$ cat config.mk
export PLATFORM = sky130hd
export DESIGN_NAME = m16_frame_writer_flat
export DESIGN_NICKNAME = d
export VERILOG_FILES = /design/src/rtl/m16_pkg.sv /design/src/rtl/m16_frame_writer_if.sv /design/src/rtl/m16_frame_writer.sv /design/src/flat_wrapper.sv
export SDC_FILE = /design/constraint.sdc
export NUM_CORES = 1
export LEC_CHECK = 0
export BUFFER_PORTS_ARGS = -buffer_cell sky130_fd_sc_hd__buf_2
export CAP_MARGIN = 20
export CORE_MARGIN = 10
export CORE_UTILIZATION = 52
export DETAILED_ROUTE_END_ITERATION = 10
export PLACE_DENSITY = 0.78
export RECOVER_POWER = 50
export SETUP_SLACK_MARGIN = 0.3
export SYNTH_ARGS = -nofsm -noshare
export SYNTH_HDL_FRONTEND = slang
export SYNTH_SLANG_ARGS = --single-unit
$ cat constraint.sdc
create_clock -name iClkOrb -period 2 [get_ports iClkOrb]
set_input_delay 0.6 -clock iClkOrb [delete_from_list [all_inputs] [get_ports iClkOrb]]
set_output_delay 0.6 -clock iClkOrb [all_outputs]
set_load 0.005 [all_outputs]
$ cat src/rtl/m16_pkg.sv
// Shared constants and types for the M16 orbit frame writer.
// Frame geometry, marker slot position and FSM state encoding.
package m16_pkg;

    localparam int M16_WORDS     = 2048;
    localparam int M16_AW        = 11;
    localparam int M16_MARK_SLOT = 16;
    localparam int M16_FRM_W     = 7;

    typedef enum logic {
        FILL = 1'b0,
        FULL = 1'b1
    } m16_state_e;

    // The serializer ORs marker bits into bit 11 of this slot, so it must arrive clean.
    function automatic logic [11:0] mark_clear(
        input logic [11:0] d,
        input logic [4:0]  slot
    );
        logic [11:0] r;
        r = d;
        if (slot == 5'(M16_MARK_SLOT))
            r[11] = 1'b0;
        return r;
    endfunction

endpackage

$ cat src/rtl/m16_frame_writer_if.sv
// Sample stream in, frame RAM write port out, plus frame status.
// Slave modport is the writer; master modport is the environment driving it.
interface m16_frame_writer_if;
    import m16_pkg::*;

    logic                   iSwitch;
    logic [11:0]            iData;
    logic                   iVal;
    logic                   oReady;
    logic [M16_AW:0]        oWrAddr;
    logic [11:0]            oWrData;
    logic                   oWrEn;
    logic                   oFull;
    logic                   oUnderrun;
    logic                   oOverrun;
    logic [M16_AW:0]        oLastCnt;
    logic [M16_FRM_W-1:0]   oFrame;

    modport master (
        output iSwitch, iData, iVal,
        input  oReady, oWrAddr, oWrData, oWrEn,
        input  oFull, oUnderrun, oOverrun, oLastCnt, oFrame
    );

    modport slave (
        input  iSwitch, iData, iVal,
        output oReady, oWrAddr, oWrData, oWrEn,
        output oFull, oUnderrun, oOverrun, oLastCnt, oFrame
    );

endinterface

$ cat src/rtl/m16_frame_writer.sv
// M16 frame writer: fills the ping-pong bank the serializer is not reading.
// One FILL/FULL FSM plus the word and frame counters.
module m16_frame_writer
    import m16_pkg::*;
(
    input  logic                 iClkOrb,
    input  logic                 reset,
    m16_frame_writer_if.slave    bus
);

    localparam int              AW    = M16_AW;
    localparam logic [AW:0]     WORDS = (AW+1)'(M16_WORDS);

    m16_state_e             state;
    m16_state_e             state_nxt;
    logic                   sw_prev;
    logic [AW:0]            wr_cnt;
    logic [AW:0]            cnt_nxt;
    logic                   tgl;
    logic                   ready;
    logic                   acc;
    logic [AW-1:0]          word;

    logic                   wr_en;
    logic [AW:0]            wr_addr;
    logic [11:0]            wr_data;
    logic                   underrun;
    logic                   overrun;
    logic [AW:0]            last_cnt;
    logic [M16_FRM_W-1:0]   frame;

    assign tgl   = bus.iSwitch ^ sw_prev;
    // Ready is held low while reset is asserted so every output reads 0.
    assign ready = reset & (tgl | (state == FILL));
    assign acc   = bus.iVal & ready;
    assign word  = tgl ? '0 : wr_cnt[AW-1:0];

    always_comb begin
        state_nxt = state;
        cnt_nxt   = wr_cnt;
        if (tgl) begin
            state_nxt = FILL;
            cnt_nxt   = {{AW{1'b0}}, acc};
        end else if (acc) begin
            if (wr_cnt == WORDS - 1'b1)
                state_nxt = FULL;
            if (wr_cnt != WORDS)
                cnt_nxt = wr_cnt + 1'b1;
        end
    end

    always_ff @(posedge iClkOrb or negedge reset) begin
        if (!reset)
            state <= FILL;
        else
            state <= state_nxt;
    end

    always_ff @(posedge iClkOrb or negedge reset) begin
        if (!reset) begin
            sw_prev  <= 1'b0;
            wr_cnt   <= '0;
            wr_en    <= 1'b0;
            wr_addr  <= '0;
            wr_data  <= '0;
            underrun <= 1'b0;
            overrun  <= 1'b0;
            last_cnt <= '0;
            frame    <= '0;
        end else begin
            sw_prev  <= bus.iSwitch;
            wr_cnt   <= cnt_nxt;
            wr_en    <= acc;
            underrun <= tgl & (wr_cnt < WORDS);
            overrun  <= bus.iVal & ~ready;
            if (acc) begin
                wr_addr <= {~bus.iSwitch, word};
                wr_data <= mark_clear(bus.iData, word[4:0]);
            end
            if (tgl) begin
                last_cnt <= wr_cnt;
                frame    <= frame + 1'b1;
            end
        end
    end

    assign bus.oReady    = ready;
    assign bus.oFull     = (state == FULL);
    assign bus.oWrEn     = wr_en;
    assign bus.oWrAddr   = wr_addr;
    assign bus.oWrData   = wr_data;
    assign bus.oUnderrun = underrun;
    assign bus.oOverrun  = overrun;
    assign bus.oLastCnt  = last_cnt;
    assign bus.oFrame    = frame;

endmodule

$ cat src/flat_wrapper.sv
// flat-port wrapper written by rule: the top's interface ports become plain ports
module m16_frame_writer_flat import m16_pkg::*;
  (iClkOrb, reset, bus_iSwitch, bus_iData, bus_iVal, bus_oReady, bus_oWrAddr, bus_oWrData, bus_oWrEn, bus_oFull, bus_oUnderrun, bus_oOverrun, bus_oLastCnt, bus_oFrame);
  m16_frame_writer_if bus_i ();
  input  logic iClkOrb;
  input  logic reset;
  input wire logic [$bits(bus_i.iSwitch)-1:0] bus_iSwitch;
  input wire logic [$bits(bus_i.iData)-1:0] bus_iData;
  input wire logic [$bits(bus_i.iVal)-1:0] bus_iVal;
  output wire logic [$bits(bus_i.oReady)-1:0] bus_oReady;
  output wire logic [$bits(bus_i.oWrAddr)-1:0] bus_oWrAddr;
  output wire logic [$bits(bus_i.oWrData)-1:0] bus_oWrData;
  output wire logic [$bits(bus_i.oWrEn)-1:0] bus_oWrEn;
  output wire logic [$bits(bus_i.oFull)-1:0] bus_oFull;
  output wire logic [$bits(bus_i.oUnderrun)-1:0] bus_oUnderrun;
  output wire logic [$bits(bus_i.oOverrun)-1:0] bus_oOverrun;
  output wire logic [$bits(bus_i.oLastCnt)-1:0] bus_oLastCnt;
  output wire logic [$bits(bus_i.oFrame)-1:0] bus_oFrame;
  assign bus_i.iSwitch = bus_iSwitch;
  assign bus_i.iData = bus_iData;
  assign bus_i.iVal = bus_iVal;
  assign bus_oReady = bus_i.oReady;
  assign bus_oWrAddr = bus_i.oWrAddr;
  assign bus_oWrData = bus_i.oWrData;
  assign bus_oWrEn = bus_i.oWrEn;
  assign bus_oFull = bus_i.oFull;
  assign bus_oUnderrun = bus_i.oUnderrun;
  assign bus_oOverrun = bus_i.oOverrun;
  assign bus_oLastCnt = bus_i.oLastCnt;
  assign bus_oFrame = bus_i.oFrame;
  m16_frame_writer u_core (.iClkOrb(iClkOrb), .reset(reset), .bus(bus_i));
endmodule
Word level (Yosys, flattened, before mapping)
Index checks and enable logic that the tools add are counted.

Register bits after elaboration: 60. Output and inout port bits: 48.

Add/sub/neg operators: 2. $lt $le $gt $ge: 1. Equality and inequality tests: 3. Muxes and demuxes: 8. Bitwise operators: 9. Reductions and logical operators: 5.

Operator list (count): two-way mux 12 bit (3); adder 12 x 1 -> 12 bit (second input constant) (1); equality test 12 x 11 -> 1 bit (second input constant) (1); < comparator 12 bit (second input constant) (1); != test 12 bit (second input constant) (1); two-way mux 11 bit (1); adder 7 x 1 -> 7 bit (second input constant) (1); nonzero test 2 bit (3); equality test 5 bit (second input constant) (1); AND 1 bit (4); two-way mux 1 bit (4); AND reduction 2 bit (2); NOT 1 bit (3); bitwise OR 1 bit (1); bitwise XOR 1 bit (1).

Depth between registers and ports, before layout
Gate-level depths: netlist (run 1).

Depth in word-level cells: 6. Depth in mapped cells: 7.

Worst setup path before layout (run 1)
Ideal clock, no wire load.

Kind: in2out. Start: in bus_iSwitch. End: out bus_oReady. Arrival time: 1.318 ns. Setup slack: 0.082 ns. Stages: 3. Buffers on the path: 1. Cells stage by stage: xnor2_1 clkbuf_1 a21oi_1.

Longest elaborated chain between the ends: 3.

Ends and longest elaborated chain: start, declared (line flat_wrapper.sv:7) `input wire logic [$bits(bus_i.iSwitch)-1:0] bus_iSwitch;`; bitwise XOR 1 bit (line m16_frame_writer.sv:32) `assign tgl = bus.iSwitch ^ sw_prev;`; bitwise OR 1 bit (line m16_frame_writer.sv:34) `assign ready = reset & (tgl | (state == FILL));`; AND 1 bit (line m16_frame_writer.sv:34); end, declared (line flat_wrapper.sv:10) `output wire logic [$bits(bus_i.oReady)-1:0] bus_oReady;`.

Every way passes these cells.

Worst setup path after layout (run 1)
Start: in bus_iSwitch. End: reg u_core.wr_cnt[8].

Longest elaborated chain between the ends: 6. Elaborated cells between the ends (all ways): 8.

Ends and longest elaborated chain: bitwise XOR 1 bit (*) (line m16_frame_writer.sv:32); bitwise OR 1 bit (line m16_frame_writer.sv:34); AND 1 bit (line m16_frame_writer.sv:34); AND 1 bit (line m16_frame_writer.sv:35) `assign acc = bus.iVal & ready;`; nonzero test 2 bit (no line); AND reduction 2 bit (no line); end signal, assigned (line m16_frame_writer.sv:72) `wr_cnt <= cnt_nxt;`; end, declared (line m16_frame_writer.sv:17) `logic [AW:0] wr_cnt;`.

Every way passes the cells marked *; elsewhere a longest branch is shown, timed or not. A chain may end at the register's enable or synchronous reset.

==> run metrics, run 1 <==
status=complete, no violations; final critical-path required period=1850 ps; Placeable Area=0.00472 mm²; per-cell routed wire length=15.0 µm; post-detailed-route DRC marker count=0; # Max-Cap Violations=0; vias after detailed routing=2177; last weighted congestion value of the routability-driven placer=0.868; Relative slew margins=0.549; buffer levels on the longest clock path=2; chip height=89.9 µm; nature of the critical path endpoint=flip-flop; number of global-route vias before repair=2172; Synth cell types=35; final count of negative-setup-slack endpoints=0; floorplan die area=0.00809 mm²; Least-Margin Pin Slew=676 ps; largest net degree at the start of global routing=40; number of synthesized register bits=60; share of synthesized flip-flops with an asynchronous set or reset=1.00; antenna cells=0; Leak Pwr=1.68 nW; Final Hold Violating Endpoints=0; detail-routed via count per cell=5.11; IO buf count=63; Crit path largest cell delay=440 ps; count of pins over their slew limit=0; Crit path arrival time=2080 ps; power density normalized to cell area=968 mW/mm²; kind of start point of the critical path=input pin; area added between synthesis and finish=31.7%; cell count after placement=399; Site Rows=25; clock insertion delay at the later pin of the skew report=340 ps; filler-free cell count of the finished design=426; Routed Wire Length=6380 µm; final critical-path setup slack=153 ps; DR pass1 iterations=4; startpoint of the lowest-slack register-to-register path=u_core.sw_prev; Die Span X=89.9 µm; Post-DP HPWL=4380 µm; total routing usage reported by global routing=0.159; number of nets with antenna violations after detailed routing=0; share of the yosys chip area belonging to registers=0.590; global route overflow=0; cell at the root of the clock tree=clkbuf_8; worst hold path type=in2async; worst-path cell chain=clkbuf_1 > clkbuf_1 > xor2_1 > clkbuf_2 > nor2_1 > a31o_2; final clock skew=7.07 ps; total nets after synthesis=289; number of design-rule violations left by the first detailed-router iteration=120; CTS clk-pin slew, worst paths=60 ps; worst slack, placed=24.1 ps; required time of the critical path=2230 ps; final net count=373; Slowest-stage cell, CP=clkbuf_2; portion of the clock cycle consumed by the worst path in the final layout=0.923; starting utilization of the core area=0.539; Worst Path Max Fanout=17; clock tree from TritonCTS=yes; final sum of negative setup slack=0 ps; cts bufs inserted=9; source of the critical timing path=bus_iSwitch; Post-Syn Instances=270; cell with the most instances on the worst path=clkbuf_1; worst vdd ir=0.000520 V; Clock H-tree levels=3; flip-flop cell with the highest count after synthesis=dfrtp_1; Avg Inst Size Synth=9.42 µm²; Yosys warnings=0; count of flip-flops with a built-in enable after synthesis=0; wire length of the first global-routing pass=10600 µm; number of placed I/O pins=64; count of clock tree sinks=60; combined area of all synthesized cells=0.00254 mm²; fraction of layout cells with a size suffix above 1=0.292; unrepaired setup endpoints after global routing=true; number of antenna violations at the first check in global routing=0; max frequency=542 MHz; category of the most critical setup path=in2reg; number of hold-repair buffers added at the cts stage=0
-- per-stage QoR --
step | total power, mW | hold WS (ps) | cell area, µm² | util
floorplan | 1.67 | 304 | 2570 | -
global placement | 1.88 | 446 | 3010 | 0.637
detailed placement | 1.90 | 456 | 3010 | 0.637
CTS | 3.26 | 234 | 3270 | 0.693
global route | 3.42 | 449 | 3350 | 0.709
finish | 3.24 | 435 | 3350 | 0.709
-- cells in the mapped netlist (2+ instances only) --
cell,number,area [µm²]
xnor2_1,7,61.3
nor2_1,9,33.8
nand4_1,3,18.8
inv_1,5,18.8
nor4_1,2,12.5
o31ai_1,2,15.0
o21ai_0,21,105
clkbuf_1,12,45.0
a21oi_1,7,35.0
a31o_2,2,17.5
nand2_1,102,383
dfrtp_1,60,1500
or4_1,4,30.0
mux2i_1,3,30.0
nand3_1,4,20.0
ha_1,3,37.5
a211oi_1,2,15.0
or2_2,2,12.5
and3_1,2,12.5
buf_1,2,7.51
nand2b_1,2,12.5
-- worst paths after layout --
check	to	slack, ps	depth (start not counted)
min in group iClkOrb	u_core.bus.oWrData[0]	440	3
min reg2reg	u_core.bus.oFrame[6]	460	1
min	u_core.wr_cnt[3]	440	2
max	u_core.wr_cnt[8]	150	6
max reg2reg	u_core.wr_cnt[11]	210	5
max in group asynchronous	u_core.bus.oWrAddr[5]	1030	2
-- critical path, delay by kind of cell --
kind,cells,cell delay [ps]
compound gates,1,250
xor+xnor,1,320
buf+inv,3,830
simple gates,1,80
-- logic make-up after synthesis --
kind of cell / count (synthesis) / share of synthesized area
AO/OA/AOI/OAI: 39 / 0.0920
XOR/XNOR: 8 / 0.0275
adder cells (fa/ha/maj): 3 / 0.0148
buffers and inverters: 20 / 0.0300
flip-flops: 60 / 0.590
multiplexers: 3 / 0.0118
AND/OR/NAND/NOR: 137 / 0.234
-- area by class of cell --
cell class | count | area, µm²
Tap cell | 67 | 83.8
Inverter | 5 | 22.5
Clock buffer | 12 | 155
Timing Repair inverter | 1 | 7.51
Clock inverter | 4 | 95.1
Multi-Input combinational cell | 190 | 1010
Sequential cell | 60 | 1510
Timing Repair Buffer | 87 | 469
Fill cell | 355 | 1370
-- what timing repair did --
item,in CTS,in global routing
setup buffers,1,9
pin swaps,2,5
endpoints found under the setup margin,14,35
gates cloned,0,1
gates resized for setup,3,15
-- power by group --
part | internal, mW | leakage [nW] | switching [mW] | total [mW]
Sequential | 1.33 | 0.790 | 0.105 | 1.44
Clock | 0.894 | 0.127 | 0.466 | 1.36
Combinational | 0.203 | 0.766 | 0.239 | 0.442
-- layout by cell type (no fill, tap or decap), types with 2 or more instances in the layout --
| cell | synthesis | final |
|---|---|---|
| a211oi_1 | 2 | 2 |
| a21oi_1 | 7 | 5 |
| a21oi_2 | 0 | 2 |
| a31o_2 | 2 | 2 |
| buf_2 | 1 | 50 |
| buf_4 | 0 | 14 |
| buf_6 | 0 | 3 |
| bufinv_16 | 0 | 3 |
| clkbuf_1 | 12 | 19 |
| clkbuf_8 | 0 | 11 |
| clkinvlp_4 | 0 | 2 |
| dfrtp_1 | 60 | 56 |
| dfrtp_2 | 0 | 4 |
| ha_1 | 3 | 3 |
| inv_1 | 5 | 2 |
| inv_2 | 0 | 2 |
| mux2i_1 | 3 | 3 |
| nand2_1 | 102 | 102 |
| nand2b_1 | 2 | 2 |
| nand3_1 | 4 | 4 |
| nand4_1 | 3 | 3 |
| nor2_1 | 9 | 9 |
| o21ai_0 | 21 | 21 |
| o31ai_1 | 2 | 2 |
| or2_2 | 2 | 2 |
| or4_1 | 4 | 4 |
| xnor2_1 | 7 | 6 |
-- routing by layer --
layer,share of wire,track usage,up-vias
met2,0.49,0.252,67
met1,0.44,0.190,1030
met5,0,0,-
li1,-,-,1067
met3,0.057,0.0607,13
met4,0.019,0.0650,0
-- state kept, by name, summed over array words and instances, names as in the netlist, 7 cells and up --
| name | count |
|---|---|
| u_core.bus.oLastCnt | 12 |
| u_core.bus.oWrAddr | 12 |
| u_core.bus.oWrData | 12 |
| u_core.wr_cnt | 12 |
| u_core.bus.oFrame | 7 |
Power figures use the tool's default switching activity.
==> inputs of run 2 (changes only) <==
--- a/config.mk
+++ b/config.mk
@@ -7,7 +7,7 @@
 export LEC_CHECK = 0
 export BUFFER_PORTS_ARGS = -buffer_cell sky130_fd_sc_hd__buf_2
 export CAP_MARGIN = 20
-export CORE_MARGIN = 10
+export CORE_MARGIN = 4
 export CORE_UTILIZATION = 52
 export DETAILED_ROUTE_END_ITERATION = 10
 export PLACE_DENSITY = 0.78
@@ -16,3 +16,4 @@
 export SYNTH_ARGS = -nofsm -noshare
 export SYNTH_HDL_FRONTEND = slang
 export SYNTH_SLANG_ARGS = --single-unit
+export TNS_END_PERCENT = 10
==> run 2 against run 1 <==
Sequential cell count unchanged. Worst setup slack got worse by 54 ps. Sequential power about the same. Critical path type is now in2out.
==> run metrics, run 2 (synthesis gave the netlist of run 1 again) <==
vias after detailed routing=2121 (-2.6%); final critical-path required period=1900 ps (+53.5 ps); final count of negative-setup-slack endpoints=0 (unchanged); detail-routed via count per cell=5.05 (-1.2%); most frequent cells in the layout=102 x nand2_1, 61 x buf_2, 59 x dfrtp_1; Gate power share=0.143 (+0.006); Die Span X=77.9 µm (-13%); Final Hold Violating Endpoints=0 (unchanged); final critical-path setup slack=99.9 ps (-53.5 ps); category of the most critical setup path=in2out; wire length of the first global-routing pass=9800 µm (-7.7%); final sum of negative setup slack=0 ps (unchanged); final clock skew=5.44 ps (-1.63 ps); worst slack, placed=-64.5 ps (-88.6 ps); CTS clk-pin slew, worst paths=60 ps (about the same); source of the critical timing path=bus_iSwitch; clock network power share=0.386 (-0.034); floorplan die area=0.00607 mm² (-25%); switching power as a share of total power=0.259 (+0.00872); clock tree from TritonCTS=yes; largest net degree at the start of global routing=37 (-7.5%); IO buf count=63 (unchanged); last weighted congestion value of the routability-driven placer=0.906 (+4.4%); required time of the critical path=1400 ps (-830 ps); number of placed I/O pins=64 (unchanged); antenna cells=0 (unchanged); number of global-route vias before repair=2041 (-6.0%); count of clock tree sinks=60 (unchanged); Relative slew margins=0.365 (-0.184); cts bufs inserted=9 (unchanged); unrepaired setup endpoints after global routing=true; cell at the root of the clock tree=clkbuf_8; kind of start point of the critical path=input pin; worst hold path type=in2async; fraction of layout cells with a size suffix above 1=0.283 (-0.00919); Slowest-stage cell, CP=clkbuf_1; Placeable Area=0.00472 mm² (unchanged); Routed Wire Length=5780 µm (-9.4%); worst hold slack=385 ps (-50.7 ps); starting utilization of the core area=0.539 (unchanged); commonest non-fill, non-tap cell in the layout=nand2_1; per-cell routed wire length=13.8 µm (-8.1%); portion of the clock cycle consumed by the worst path in the final layout=0.950 (+0.0268); Least-Margin Pin Slew=953 ps (+277 ps); number of nets with antenna violations after detailed routing=0 (unchanged); clock insertion delay at the later pin of the skew report=340 ps (about the same); Crit path largest cell delay=210 ps (-230 ps); worst-path cell chain=clkbuf_1 > xnor2_4 > a21oi_2 > buf_2; # Max-Cap Violations=0 (unchanged); worst vdd ir=0.000609 V (+17%); startpoint of the lowest-slack register-to-register path=u_core.sw_prev; Worst Path Max Fanout=5 (-12); sequential share of power=0.470 (+0.026); number of design-rule violations left by the first detailed-router iteration=122 (+1.7%); Leak Pwr=1.68 nW (about the same); DR pass1 iterations=4 (unchanged); area added between synthesis and finish=27.6%; post-detailed-route DRC marker count=0 (unchanged); Post-DP HPWL=4060 µm (-7.2%); power density normalized to cell area=942 mW/mm² (-2.6%); nature of the critical path endpoint=output port; max frequency=526 MHz (-2.8%); Site Rows=25 (unchanged); number of hold-repair buffers added at the cts stage=0 (unchanged); buffer levels on the longest clock path=2 (unchanged); number of antenna violations at the first check in global routing=0 (unchanged); status=complete, no violations; P_sw=0.791 mW (-2.3%); global route overflow=0 (unchanged); count of pins over their slew limit=0 (unchanged); total routing usage reported by global routing=0.208 (+0.0490); chip height=77.9 µm (-13%); final net count=367 (-1.6%); Clock H-tree levels=3 (unchanged); internal power=2.27 mW (-6.7%); fillers=377 (+6.2%); Crit path arrival time=1300 ps (-780 ps)
run 2: layout make-up:
| cell class | instances | area (µm²) | area share |
|---|---|---|---|
| Sequential cell | 60 | 1500 | 0.463 |
| Tap cell | 67 | 83.8 | 0.0258 |
| Clock inverter | 5 | 75.1 | 0.0231 |
| Inverter | 5 | 22.5 | 0.00694 |
| Clock buffer | 11 | 141 | 0.0436 |
| Timing Repair Buffer | 82 | 432 | 0.133 |
| Multi-Input combinational cell | 190 | 988 | 0.305 |
run 2: metal layers:
metal	up-vias	track usage	part of all wire
met5	-	0	0
met2	59	0.321	0.49
met4	0	0.0979	0.016
li1	1050	-	-
met1	1003	0.286	0.45
met3	9	0.0383	0.050
run 2: repair_timing:
action / CTS / global route
endpoints found under the setup margin: 17 / 23
resized for setup: 2 / 3
setup buffers: 2 / 2
pin swaps: 2 / 0
run 2: final timing paths:
kind,end,slack [ps],cells after the start
worst min-delay path,u_core.bus.oWrAddr[1],380,2
min in group iClkOrb,u_core.bus.oWrData[4],440,3
max in group asynchronous,u_core.sw_prev,750,2
worst max-delay path,bus_oReady,100,4
worst max register to register,u_core.bus.oWrEn,190,6
worst min register to register,u_core.bus.oLastCnt[2],460,2
run 2: power groups by stage:
stage | combinational [mW] | sequential (mW) | clock [mW]
after floorplan | 0.209 | 1.46 | 0
after global placement | 0.418 | 1.46 | 0
after detailed placement | 0.435 | 1.46 | 0
after CTS | 0.453 | 1.44 | 1.20
after global routing | 0.502 | 1.46 | 1.26
final | 0.438 | 1.44 | 1.18
run 2: worst max-delay path: cells and delay by family:
kind,cells,cell delay [ps]
buf+inv,2,350
xor+xnor,1,140
compound gates,1,200
run 2: through the flow:
stage / cells / area, µm² / util / total power, mW
after global placement: 400 / 3020 / 0.639 / 1.87
after detailed placement: 400 / 3020 / 0.639 / 1.89
after CTS: 418 / 3250 / 0.689 / 3.10
after floorplan: 270 / 2570 / - / 1.67
final: 420 / 3250 / 0.687 / 3.06
after global routing: 420 / 3250 / 0.687 / 3.21
